`config.mk`:
```
export PLATFORM = sky130hd
export DESIGN_NAME = layer_pass_scheduler
export DESIGN_NICKNAME = d
export VERILOG_FILES = /design/src/rtl/layer_pass_scheduler_pkg.sv /design/src/rtl/layer_pass_scheduler_tile_addr_gen.sv /design/src/rtl/layer_pass_scheduler.sv
export SDC_FILE = /design/constraint.sdc
export NUM_CORES = 1
export LEC_CHECK = 0
export CORE_MARGIN = 5
export CORE_UTILIZATION = 37
export CTS_BUF_LIST = sky130_fd_sc_hd__clkbuf_4 sky130_fd_sc_hd__clkbuf_8
export CTS_CLUSTER_DIAMETER = 40
export DETAILED_ROUTE_END_ITERATION = 10
export DONT_BUFFER_PORTS = 1
export PLACE_DENSITY_LB_ADDON = 0.2
export SLEW_MARGIN = 20
export SYNTH_ARGS = -nofsm -noshare
export SYNTH_HDL_FRONTEND = slang
export SYNTH_SLANG_ARGS = --single-unit
```
`constraint.sdc`:
```
create_clock -name clk -period 3.65 [get_ports clk]
set_clock_uncertainty 0.1 [all_clocks]
set_input_delay 0.9125 -clock clk [delete_from_list [all_inputs] [get_ports clk]]
set_output_delay 0.9125 -clock clk [all_outputs]
set_load 0.005 [all_outputs]
```
`src/rtl/layer_pass_scheduler_pkg.sv`:
```
// -----------------------------------------------------------------------------
// sched_pkg
// Shared definitions for the layer pass scheduler: default widths, the
// scheduler state encoding and the bit positions inside pass_flags.
// -----------------------------------------------------------------------------
package sched_pkg;

    localparam int unsigned ADDR_WIDTH     = 32;
    localparam int unsigned FLAG_WIDTH     = 4;
    localparam int unsigned BYTE_CNT_WIDTH = 16;

    // Bit positions inside pass_flags
    localparam int unsigned FLAG_BIAS = 0;
    localparam int unsigned FLAG_RELU = 1;
    localparam int unsigned FLAG_ACC  = 2;

    typedef enum logic [2:0] {
        S_IDLE,
        S_ISSUE,
        S_WAIT,
        S_NEXT,
        S_DONE
    } sched_state_e;

endpackage

```
`src/rtl/layer_pass_scheduler_tile_addr_gen.sv`:
```
// -----------------------------------------------------------------------------
// tile_addr_gen
// Holds the four per-pass GLB base addresses of a layer and steps them with
// adders only (wrap modulo 2^ADDR_W).
//   load   : latch bases and strides, all address registers take the bases
//   step_d : next D tile  -> ifmap += ifmap_stride, weight += weight_stride
//   step_k : next K tile  -> ifmap reloads its latched base,
//                            weight/opsum/bias += their strides
// Ports
//   clk, rst (sync, active-low)
//   load, step_d, step_k         : control strobes (load has priority)
//   *_base_i, *_stride_i         : layer configuration, sampled on load
//   ifmap_o, weight_o, opsum_o, bias_o : current pass addresses
// -----------------------------------------------------------------------------
module tile_addr_gen
    import sched_pkg::*;
#(
    parameter int unsigned ADDR_W = ADDR_WIDTH
) (
    input  logic              clk,
    input  logic              rst,
    input  logic              load,
    input  logic              step_d,
    input  logic              step_k,
    input  logic [ADDR_W-1:0] ifmap_base_i,
    input  logic [ADDR_W-1:0] weight_base_i,
    input  logic [ADDR_W-1:0] opsum_base_i,
    input  logic [ADDR_W-1:0] bias_base_i,
    input  logic [ADDR_W-1:0] ifmap_stride_i,
    input  logic [ADDR_W-1:0] weight_stride_i,
    input  logic [ADDR_W-1:0] opsum_stride_i,
    input  logic [ADDR_W-1:0] bias_stride_i,
    output logic [ADDR_W-1:0] ifmap_o,
    output logic [ADDR_W-1:0] weight_o,
    output logic [ADDR_W-1:0] opsum_o,
    output logic [ADDR_W-1:0] bias_o
);

    logic [ADDR_W-1:0] ifmap_base_q;
    logic [ADDR_W-1:0] ifmap_stride_q;
    logic [ADDR_W-1:0] weight_stride_q;
    logic [ADDR_W-1:0] opsum_stride_q;
    logic [ADDR_W-1:0] bias_stride_q;
    logic [ADDR_W-1:0] ifmap_q;
    logic [ADDR_W-1:0] weight_q;
    logic [ADDR_W-1:0] opsum_q;
    logic [ADDR_W-1:0] bias_q;

    always_ff @(posedge clk) begin
        if (!rst) begin
            ifmap_base_q    <= '0;
            ifmap_stride_q  <= '0;
            weight_stride_q <= '0;
            opsum_stride_q  <= '0;
            bias_stride_q   <= '0;
            ifmap_q         <= '0;
            weight_q        <= '0;
            opsum_q         <= '0;
            bias_q          <= '0;
        end else if (load) begin
            ifmap_base_q    <= ifmap_base_i;
            ifmap_stride_q  <= ifmap_stride_i;
            weight_stride_q <= weight_stride_i;
            opsum_stride_q  <= opsum_stride_i;
            bias_stride_q   <= bias_stride_i;
            ifmap_q         <= ifmap_base_i;
            weight_q        <= weight_base_i;
            opsum_q         <= opsum_base_i;
            bias_q          <= bias_base_i;
        end else if (step_d) begin
            ifmap_q  <= ifmap_q + ifmap_stride_q;
            weight_q <= weight_q + weight_stride_q;
        end else if (step_k) begin
            // Weights are laid out tile after tile across the whole layer,
            // so they keep stepping; the ifmap restarts for each K tile.
            ifmap_q  <= ifmap_base_q;
            weight_q <= weight_q + weight_stride_q;
            opsum_q  <= opsum_q + opsum_stride_q;
            bias_q   <= bias_q + bias_stride_q;
        end
    end

    assign ifmap_o  = ifmap_q;
    assign weight_o = weight_q;
    assign opsum_o  = opsum_q;
    assign bias_o   = bias_q;

endmodule

```
`src/rtl/layer_pass_scheduler.sv`:
```
// -----------------------------------------------------------------------------
// layer_pass_scheduler
// Walks one convolution layer as K (outer) x D (inner) tile passes through
// the token engine / conv unit pair. Each pass: drive bases, flags and tile
// indices, pulse pass_start, wait for pass_done.
// Ports
//   clk, rst (sync, active-low)
//   layer_start, abort            : layer-level control
//   cfg_*                         : layer configuration, latched on start
//   pass_done                     : pass completion pulse from token engine
//   pass_start, base_*, pass_tile_n, pass_flags, tile_k_idx, tile_d_idx
//                                 : per-pass outputs to token engine
//   busy, layer_done, err_spurious_done : status
// Optional build macro SCHED_PERF_CNT_EN adds perf_busy_cycles and
// perf_wait_cycles (saturating, cleared on an accepted layer_start).
// -----------------------------------------------------------------------------
module layer_pass_scheduler
    import sched_pkg::*;
#(
    parameter int unsigned ADDR_W = ADDR_WIDTH,
    parameter int unsigned CNT_W  = 8,
    parameter int unsigned FLAG_W = FLAG_WIDTH,
    parameter int unsigned BYTE_W = BYTE_CNT_WIDTH
) (
    input  logic              clk,
    input  logic              rst,
    input  logic              layer_start,
    input  logic              abort,
    input  logic [CNT_W-1:0]  cfg_num_k,
    input  logic [CNT_W-1:0]  cfg_num_d,
    input  logic [ADDR_W-1:0] cfg_ifmap_base,
    input  logic [ADDR_W-1:0] cfg_weight_base,
    input  logic [ADDR_W-1:0] cfg_opsum_base,
    input  logic [ADDR_W-1:0] cfg_bias_base,
    input  logic [ADDR_W-1:0] cfg_ifmap_stride,
    input  logic [ADDR_W-1:0] cfg_weight_stride,
    input  logic [ADDR_W-1:0] cfg_opsum_stride,
    input  logic [ADDR_W-1:0] cfg_bias_stride,
    input  logic [BYTE_W-1:0] cfg_tile_n,
    input  logic              cfg_bias_en,
    input  logic              cfg_relu_en,
    input  logic              pass_done,
    output logic              pass_start,
    output logic [ADDR_W-1:0] base_ifmap,
    output logic [ADDR_W-1:0] base_weight,
    output logic [ADDR_W-1:0] base_opsum,
    output logic [ADDR_W-1:0] base_bias,
    output logic [BYTE_W-1:0] pass_tile_n,
    output logic [FLAG_W-1:0] pass_flags,
    output logic [CNT_W-1:0]  tile_k_idx,
    output logic [CNT_W-1:0]  tile_d_idx,
    output logic              busy,
    output logic              layer_done,
    output logic              err_spurious_done
`ifdef SCHED_PERF_CNT_EN
    ,
    output logic [31:0]       perf_busy_cycles,
    output logic [31:0]       perf_wait_cycles
`endif
);

    sched_state_e      state_q;
    logic              pass_start_q;
    logic              layer_done_q;
    logic              busy_q;
    logic              err_q;
    logic [CNT_W-1:0]  k_q;
    logic [CNT_W-1:0]  d_q;
    logic [CNT_W-1:0]  num_k_q;
    logic [CNT_W-1:0]  num_d_q;
    logic [BYTE_W-1:0] tile_n_q;
    logic              bias_en_q;
    logic              relu_en_q;

    logic d_last;
    logic k_last;
    logic accept;
    logic advance;
    logic step_d;
    logic step_k;

    always_comb begin
        d_last  = (d_q == num_d_q - CNT_W'(1));
        k_last  = (k_q == num_k_q - CNT_W'(1));
        accept  = (state_q == S_IDLE) && layer_start;
        advance = (state_q == S_NEXT) && !abort;
        step_d  = advance && !d_last;
        step_k  = advance && d_last && !k_last;
    end

    tile_addr_gen #(
        .ADDR_W (ADDR_W)
    ) u_addr (
        .clk             (clk),
        .rst             (rst),
        .load            (accept),
        .step_d          (step_d),
        .step_k          (step_k),
        .ifmap_base_i    (cfg_ifmap_base),
        .weight_base_i   (cfg_weight_base),
        .opsum_base_i    (cfg_opsum_base),
        .bias_base_i     (cfg_bias_base),
        .ifmap_stride_i  (cfg_ifmap_stride),
        .weight_stride_i (cfg_weight_stride),
        .opsum_stride_i  (cfg_opsum_stride),
        .bias_stride_i   (cfg_bias_stride),
        .ifmap_o         (base_ifmap),
        .weight_o        (base_weight),
        .opsum_o         (base_opsum),
        .bias_o          (base_bias)
    );

    always_ff @(posedge clk) begin
        if (!rst) begin
            state_q      <= S_IDLE;
            pass_start_q <= 1'b0;
            layer_done_q <= 1'b0;
            busy_q       <= 1'b0;
            err_q        <= 1'b0;
            k_q          <= '0;
            d_q          <= '0;
            num_k_q      <= '0;
            num_d_q      <= '0;
            tile_n_q     <= '0;
            bias_en_q    <= 1'b0;
            relu_en_q    <= 1'b0;
        end else begin
            pass_start_q <= 1'b0;
            layer_done_q <= 1'b0;
            if (pass_done && (state_q != S_WAIT)) begin
                err_q <= 1'b1;
            end
            case (state_q)
                S_IDLE: begin
                    if (layer_start) begin
                        num_k_q   <= cfg_num_k;
                        num_d_q   <= cfg_num_d;
                        tile_n_q  <= cfg_tile_n;
                        bias_en_q <= cfg_bias_en;
                        relu_en_q <= cfg_relu_en;
                        k_q       <= '0;
                        d_q       <= '0;
                        busy_q    <= 1'b1;
                        // Accepting a layer clears the sticky error, unless a
                        // stray pass_done arrives in this very cycle.
                        err_q     <= pass_done;
                        if ((cfg_num_k == '0) || (cfg_num_d == '0)) begin
                            state_q      <= S_DONE;
                            layer_done_q <= 1'b1;
                        end else begin
                            state_q      <= S_ISSUE;
                            pass_start_q <= 1'b1;
                        end
                    end
                end
                S_ISSUE: begin
                    if (abort) begin
                        state_q <= S_IDLE;
                        busy_q  <= 1'b0;
                    end else begin
                        state_q <= S_WAIT;
                    end
                end
                S_WAIT: begin
                    if (abort) begin
                        state_q <= S_IDLE;
                        busy_q  <= 1'b0;
                    end else if (pass_done) begin
                        state_q <= S_NEXT;
                    end
                end
                S_NEXT: begin
                    if (abort) begin
                        state_q <= S_IDLE;
                        busy_q  <= 1'b0;
                    end else if (!d_last) begin
                        d_q          <= d_q + CNT_W'(1);
                        state_q      <= S_ISSUE;
                        pass_start_q <= 1'b1;
                    end else if (!k_last) begin
                        k_q          <= k_q + CNT_W'(1);
                        d_q          <= '0;
                        state_q      <= S_ISSUE;
                        pass_start_q <= 1'b1;
                    end else begin
                        state_q      <= S_DONE;
                        layer_done_q <= 1'b1;
                    end
                end
                S_DONE: begin
                    state_q <= S_IDLE;
                    busy_q  <= 1'b0;
                end
                default: begin
                    state_q <= S_IDLE;
                    busy_q  <= 1'b0;
                end
            endcase
        end
    end

    // Flags derive from registered indices only, so they hold for a whole pass.
    always_comb begin
        pass_flags            = '0;
        pass_flags[FLAG_BIAS] = bias_en_q & (d_q == '0);
        pass_flags[FLAG_RELU] = relu_en_q & d_last;
        pass_flags[FLAG_ACC]  = (d_q != '0);
    end

    assign pass_start        = pass_start_q;
    assign layer_done        = layer_done_q;
    assign busy              = busy_q;
    assign err_spurious_done = err_q;
    assign tile_k_idx        = k_q;
    assign tile_d_idx        = d_q;
    assign pass_tile_n       = tile_n_q;

`ifdef SCHED_PERF_CNT_EN
    logic [31:0] perf_busy_q;
    logic [31:0] perf_wait_q;

    always_ff @(posedge clk) begin
        if (!rst) begin
            perf_busy_q <= '0;
            perf_wait_q <= '0;
        end else if (accept) begin
            perf_busy_q <= '0;
            perf_wait_q <= '0;
        end else begin
            if (busy_q && (perf_busy_q != '1)) begin
                perf_busy_q <= perf_busy_q + 32'd1;
            end
            if ((state_q == S_WAIT) && (perf_wait_q != '1)) begin
                perf_wait_q <= perf_wait_q + 32'd1;
            end
        end
    end

    assign perf_busy_cycles = perf_busy_q;
    assign perf_wait_cycles = perf_wait_q;
`endif

endmodule

```
==> key figures, run 1 <==
Worst setup path
  • CP max FO: 6
  • Crit. End Element: output pin
  • Worst Path Arrival: 2480 ps
  • CP required: approximately 2600 ps
  • WS Path Type: reg -> out
  • Type of origin of the critical path: flip-flop

Synthesis
  • Sequential-to-total area share from yosys stat: 33.92%
  • Ys flop type: dfxtp_1
  • Synth Instances: 2680
  • Post-synth EDFFs: 0
  • Netlist cell types: 82
  • Synth Warn #: 0
  • Fraction of registers with async set/reset: 0%
  • #FFs+latches synth: 345
  • Synthesized Nets: 3108
  • Synthesized cell area: 20360 sq um
  • Average size of a mapped cell: 7.598 sq um

Placement
  • DP Wirelength: ~52000 um
  • Place WS: -28.91 ps
  • Port Buffers: 0
  • Dpl cells: about 3300
  • GPL Wtd Cong: 0.9131

Clock tree
  • Clk buf depth: 3
  • Worst skew pair latency: 660 ps
  • H-tree levels: 3
  • CTS Hold Bufs: 0
  • CTS sink cnt: about 350
  • Clk slew on worst S/H paths: 50 ps
  • Root buffer cell: clkbuf_8
  • CTS tree: yes
  • CTS Buf Count: 81

Global route
  • GRT overflow: 0
  • GRT Util Overall: 22.14%
  • Largest net degree at the start of global routing: 96
  • Initial antenna violation count: 8
  • First-pass GRT wire length: 107200 um
  • Vias in the first global route: 19080

Route
  • Detailed Routing Iterations Pass 1: 6
  • Via total after detailed routing: 19440
  • DRC viols: 0
  • Vias per cell: between 5 and 6
  • Antenna-violating nets left: 0
  • Detailed-route wire length: 69970 um
  • Initial drt markers: 1029
  • WL per Instance: 20.39 um

Timing
  • Slew Limit Fails: 0
  • Worst-Margin Slew: 691.1 ps
  • Final period util: between 90% and 100%
  • Relative slew slack: 53.84%
  • Final Critical Period: 3488 ps
  • Final setup vio count: 0
  • Final setup TNS: 0 ps
  • Min Hold Slack: 266.6 ps
  • Worst setup margin: 161.5 ps
  • Max Clock Freq: roughly 290 MHz
  • Final hold violations: 0

Cells and area
  • P&R area growth vs syn: 13.81%
  • Finished Core Util: a little over two fifths
  • Share of cells above drive strength 1: under 10%
  • NumNets Final: 3089
  • Most frequent cells in the layout: 527 x nand2_1, 389 x a21oi_1, 342 x dfxtp_1
  • Most common cell after layout, fill and taps aside: nand2_1
  • Fin cells: 3432
  • Fill cell total of the finished layout: about 5600

Hold path
  • HP Class: in -> reg

Floorplanning
  • Vert. Die Dim: 244.6 um
  • # IOs: 463
  • Row count: 86
  • Initial Util: 37.18%
  • Area of the core: 54770 sq um
  • Die width: 244.6 um
  • Die area: between 50000 and 60000 sq um

Outcome
  • Status: complete, no violations

Pwr
  • P_leak: 0.009630 uW
  • Pwr dens: 499.4 nW/um^2
  • Worst VDD drop: 364.5 uV

Job
  • Max-cap viol count: 0
-- flip-flops by register name, summed over array words and instances, names as in the netlist, 8 cells and up --
register and cells:
u_addr.bias_o 32, u_addr.bias_stride_q 32, u_addr.ifmap_base_q 32, u_addr.ifmap_o 32
u_addr.ifmap_stride_q 32, u_addr.opsum_o 32, u_addr.opsum_stride_q 32, u_addr.weight_o 32
u_addr.weight_stride_q 32, pass_tile_n 16, num_d_q 8, num_k_q 8
tile_d_idx 8, tile_k_idx 8
-- what timing repair did --
item | CTS | global route
setup buffers | 1 | 1
pin swaps | 1 | 4
setup endpoints to repair | 2 | 12
resized for setup | 8 | 10
-- metrics by stage --
stage | total power [uW] | instance area [sq um]
after floorplan | 5860 | 20360
after global placement | 6363 | 21180
after CTS | 11700 | 23120
after detailed placement | 6415 | 21180
final | 11570 | 23180
after global routing | 12160 | 23170
-- layer usage --
metal  global-route usage [%]  share of wire (%)
met1                    26.08                 41
met2                    37.86                 48
met3                    7.421                7.7
met4                    7.558                3.1
met5                        0              0.019
-- cell usage after synthesis, types with 18 or more instances --
master / count / share of area [%]
dfxtp_1: 345 / 34
xor2_1: 51 / 2.2
nand2_1: 528 / 9.7
mux2i_1: 37 / 1.8
o21bai_1: 19 / 0.70
and3_1: 26 / 0.80
a21oi_1: 390 / 9.6
nand3_1: 43 / 1.1
o211ai_1: 31 / 1.1
nor3_1: 54 / 1.3
o21ai_0: 125 / 3.1
a211oi_1: 56 / 2.1
or3_1: 18 / 0.55
nor2_1: 194 / 3.6
inv_1: 51 / 0.94
a21o_1: 71 / 2.6
ha_1: 129 / 7.9
xnor2_1: 56 / 2.4
a31oi_1: 31 / 0.95
nand4_1: 21 / 0.65
clkbuf_1: 134 / 2.5
-- worst paths after layout --
| kind | start | cells past startpoint | endpoint | slack, ps |
|---|---|---|---|---|
| setup reg to reg | u_addr.opsum_o[0]$_SDFFE_PN0P_ | 14 | u_addr.opsum_o[30]$_SDFFE_PN0P_ | 190 |
| hold reg to reg | u_addr.ifmap_base_q[18]$_SDFFE_PN0P_ | 2 | u_addr.ifmap_base_q[18]$_SDFFE_PN0P_ | 350 |
| hold / removal | abort | 1 | state_q[1]$_SDFFE_PN0P_ | 270 |
| setup / recovery | num_d_q[0]$_SDFFE_PN0P_ | 8 | pass_flags[1] | 160 |
-- power breakdown --
group	total [uW]	internal, uW	switching [uW]
logic	1960	753	1210
registers	4380	4070	308
clock network	5230	3240	1990
-- kinds of logic (layout without fill, tap and decap cells) --
kind of cell	count (synthesis)	count (layout)	synth area share, %
fa+ha+maj	133	133	8.320
simple gates	973	973	20.82
buf+inv	213	256	4.037
mux	42	42	2.095
compound gates	866	866	26.19
xor+xnor	107	107	4.602
flops	345	345	33.92
other cells	1	6	0.01842
-- worst max-delay path, cell delays in order (launching register included) --
cell and delay (ps):
dfxtp_2 380, inv_1 80, ha_1 260, o21ba_2 210, a221oi_1 300, a41oi_1 120
nor4_4 180, buf_6 140, and2_4 160
-- layout make-up --
class	count	area, sq um	share of cell area [%]
repair buffers	58	539.3	2.327
well taps	704	880.8	3.801
clock buffers	107	1404	6.057
flip-flops and latches	345	6910	29.82
clock inverters	38	490.5	2.116
multi-input cells	2122	12730	54.94
inverters	53	206.4	0.8908
diodes	5	12.51	0.05399
(Power assumes the default switching activity.)
==> inputs of run 2 (changes only) <==
- CORE_MARGIN: 5 -> not set
- REMOVE_ABC_BUFFERS: not set -> 1
==> key figures, run 2 (same netlist as run 1, synthesis figures left out) <==
Floorplanning
  • # IOs: 463
  • Initial Util: 37.62%
  • Vert. Die Dim: between 200 and 250 um
  • Die width: 236.6 um
  • Die area: between 50000 and 60000 sq um
  • Row count: 85
  • Area of the core: 54130 sq um

Timing
  • Final Critical Period: 3508 ps
  • Worst setup margin: 141.7 ps
  • Final period util: a little over nine tenths
  • Slew Limit Fails: 0
  • Max Clock Freq: between 200 and 300 MHz
  • Worst-Margin Slew: 843.3 ps
  • RSZ-0062 raised after global routing: true
  • Final hold violations: 0
  • Final setup TNS: 0 ps
  • Final setup vio count: 0
  • Relative slew slack: a little over two fifths

Route
  • WL per Instance: 19.61 um
  • DRC viols: 0
  • Metal3 WL: 4755 um
  • Detailed-route wire length: 66820 um
  • Metal2 WL: 31630 um
  • Detailed Routing Iterations Pass 1: 7
  • Antenna-violating nets left: 0
  • Via total after detailed routing: 19410
  • Vias per cell: 5.694
  • Met1 wire length: 28450 um
  • DR top layer: met4
  • Initial drt markers: 989

Global route
  • Initial antenna violation count: 2
  • GRT overflow: 0
  • GRT Util Overall: 23.12%
  • Largest net degree at the start of global routing: 165
  • Vias in the first global route: 19140
  • First-pass GRT wire length: 104500 um

Worst setup path
  • Max incr delay on CP: between 300 and 400 ps
  • CP max FO: 5
  • Type of origin of the critical path: flip-flop
  • WS Path Type: reg -> out
  • Buffer and inverter count on the worst path: 2
  • Critical Path Slowest Stage Cell: dfxtp_2
  • R2R Setup Slk: around 170 ps
  • Worst Path Arrival: between 2000 and 3000 ps
  • Crit path cell chain: inv_1 -> ha_2 -> o21ba_2 -> a221oi_2 -> a41oi_2 -> nor4_4 -> buf_6 -> and2_1
  • Worst r2r path cells: 12
  • CP required: 2640 ps
  • R2R Path Start: u_addr.ifmap_o[1]$_SDFFE_PN0P_
  • Crit. End Element: output pin
  • Worst r2r dst: u_addr.ifmap_o[22]$_SDFFE_PN0P_
  • Delay-heaviest family, CP: compound AO/OA/AOI/OAI gates

Clock tree
  • CTS sink cnt: roughly 350
  • Clk buf depth: 3
  • H-tree levels: 3
  • Clk slew on worst S/H paths: 60 ps
  • CTS Hold Bufs: 0
  • Root buffer cell: clkbuf_8
  • CTS Buf Count: 78
  • CTS tree: yes
  • Worst skew pair latency: ~660 ps

Job
  • Max-cap viol count: 0

Pwr
  • Clk pwr share: 43.7%
  • Worst VDD drop: ~370 uV
  • Combinational power share: between 10% and 20%
  • Int Pwr: 7810 uW
  • Sw frac: between 30 and 40%
  • Pwr dens: 488.3 nW/um^2
  • Power share of the sequential group: 39.0%
  • Switching power of the nets: between 3000 and 4000 uW
  • P_leak: 0.009542 uW

Cells and area
  • Finished Core Util: 42.50%
  • Most common cell after layout, fill and taps aside: nand2_1
  • Fin cells: 3408
  • P&R area growth vs syn: 12.99%
  • NumNets Final: 3082
  • Final non-filler cell area: 23010 sq um
  • Share of cells above drive strength 1: 8.712%
  • Most frequent cells in the layout: 527 x nand2_1, 390 x a21oi_1, 342 x dfxtp_1

Placement
  • Dpl cells: 3268
  • GPL Wtd Cong: 0.8973
  • Dpl cell area: roughly 21000 sq um
  • Place WS: 83.36 ps
  • Port Buffers: 0
  • DP Wirelength: roughly 48000 um

Outcome
  • Status: complete, no violations

Hold path
  • Worst Hold Path EP: state_q[1]$_SDFFE_PN0P_
  • HP Class: in -> reg
  • Worst Hold Launch: abort
  • Hold path depth: 1
[run 2: changes by cell type in the layout (fill, tap and decap cells not counted), moves of 3 or more]
cell      before  now
clkinv_2      12    9
clkbuf_8      96   90
buf_4         49   43
clkinv_4       7    3
inv_8          1    4
clkbuf_4      11   15
[run 2: metal layers]
layer	up-vias	track usage [%]
li1	9518	-
met1	9188	27.33
met2	583	39.72
met3	116	6.633
met4	0	8.127
met5	-	0
[run 2: cell type report]
class	instances	area, sq um
multi-input cells	2122	12730
inverters	53	206.4
clock buffers	105	1351
repair buffers	54	534.3
clock inverters	30	399.1
diodes	3	7.507
flip-flops and latches	345	6913
fillers	5574	31120
well taps	696	870.8
[run 2: worst max path at each step]
stage,from,end,slack (ps),depth (start not counted)
after CTS,num_d_q[0]$_SDFFE_PN0P_,pass_flags[1],30,6
after floorplan,layer_start,u_addr.bias_o[31]$_SDFFE_PN0P_,-4570,6
after global placement,u_addr.opsum_o[0]$_SDFFE_PN0P_,u_addr.opsum_o[30]$_SDFFE_PN0P_,160,13
after global routing,u_addr.ifmap_o[1]$_SDFFE_PN0P_,u_addr.ifmap_o[22]$_SDFFE_PN0P_,-10,12
after detailed placement,u_addr.opsum_o[0]$_SDFFE_PN0P_,u_addr.opsum_o[30]$_SDFFE_PN0P_,80,13
final,num_d_q[1]$_SDFFE_PN0P_,pass_flags[1],140,8
[run 2: timing repair]
action                                 in CTS  in global routing
gates resized for setup                     5                 15
setup endpoints to repair                   1                 11
pin swaps                                   0                  5
endpoints found under the hold margin       0                  0
setup buffers                               1                  1
[run 2: per-stage QoR]
stage / power (uW) / hold slack, ps
2_1_floorplan: 5913 / 331.7
3_3_place_gp: 6329 / 342.6
3_5_place_dp: 6381 / 345.7
4_1_cts: 11360 / 179.9
5_1_grt: 11820 / 195.0
6_report: 11240 / 248.4
[run 2: worst register-to-register path, stage by stage, from the launching register on]
cell and delay (ps):
dfxtp_1 460, inv_1 120, fa_1 480, nor2b_1 150
o21a_1 140, o211ai_1 120, a211oi_1 380, nor2_1 160
o41ai_1 560, buf_4 220, a21oi_1 80, or3_1 310
a31oi_1 150
[run 2: power by group through the flow]
stage	clock network [uW]	logic (uW)	registers (uW)
5_1_grt	5220	2180	4420
3_3_place_gp	0	1870	4460
2_1_floorplan	0	1580	4340
4_1_cts	5040	1940	4380
6_report	4910	1940	4380
3_5_place_dp	0	1920	4460
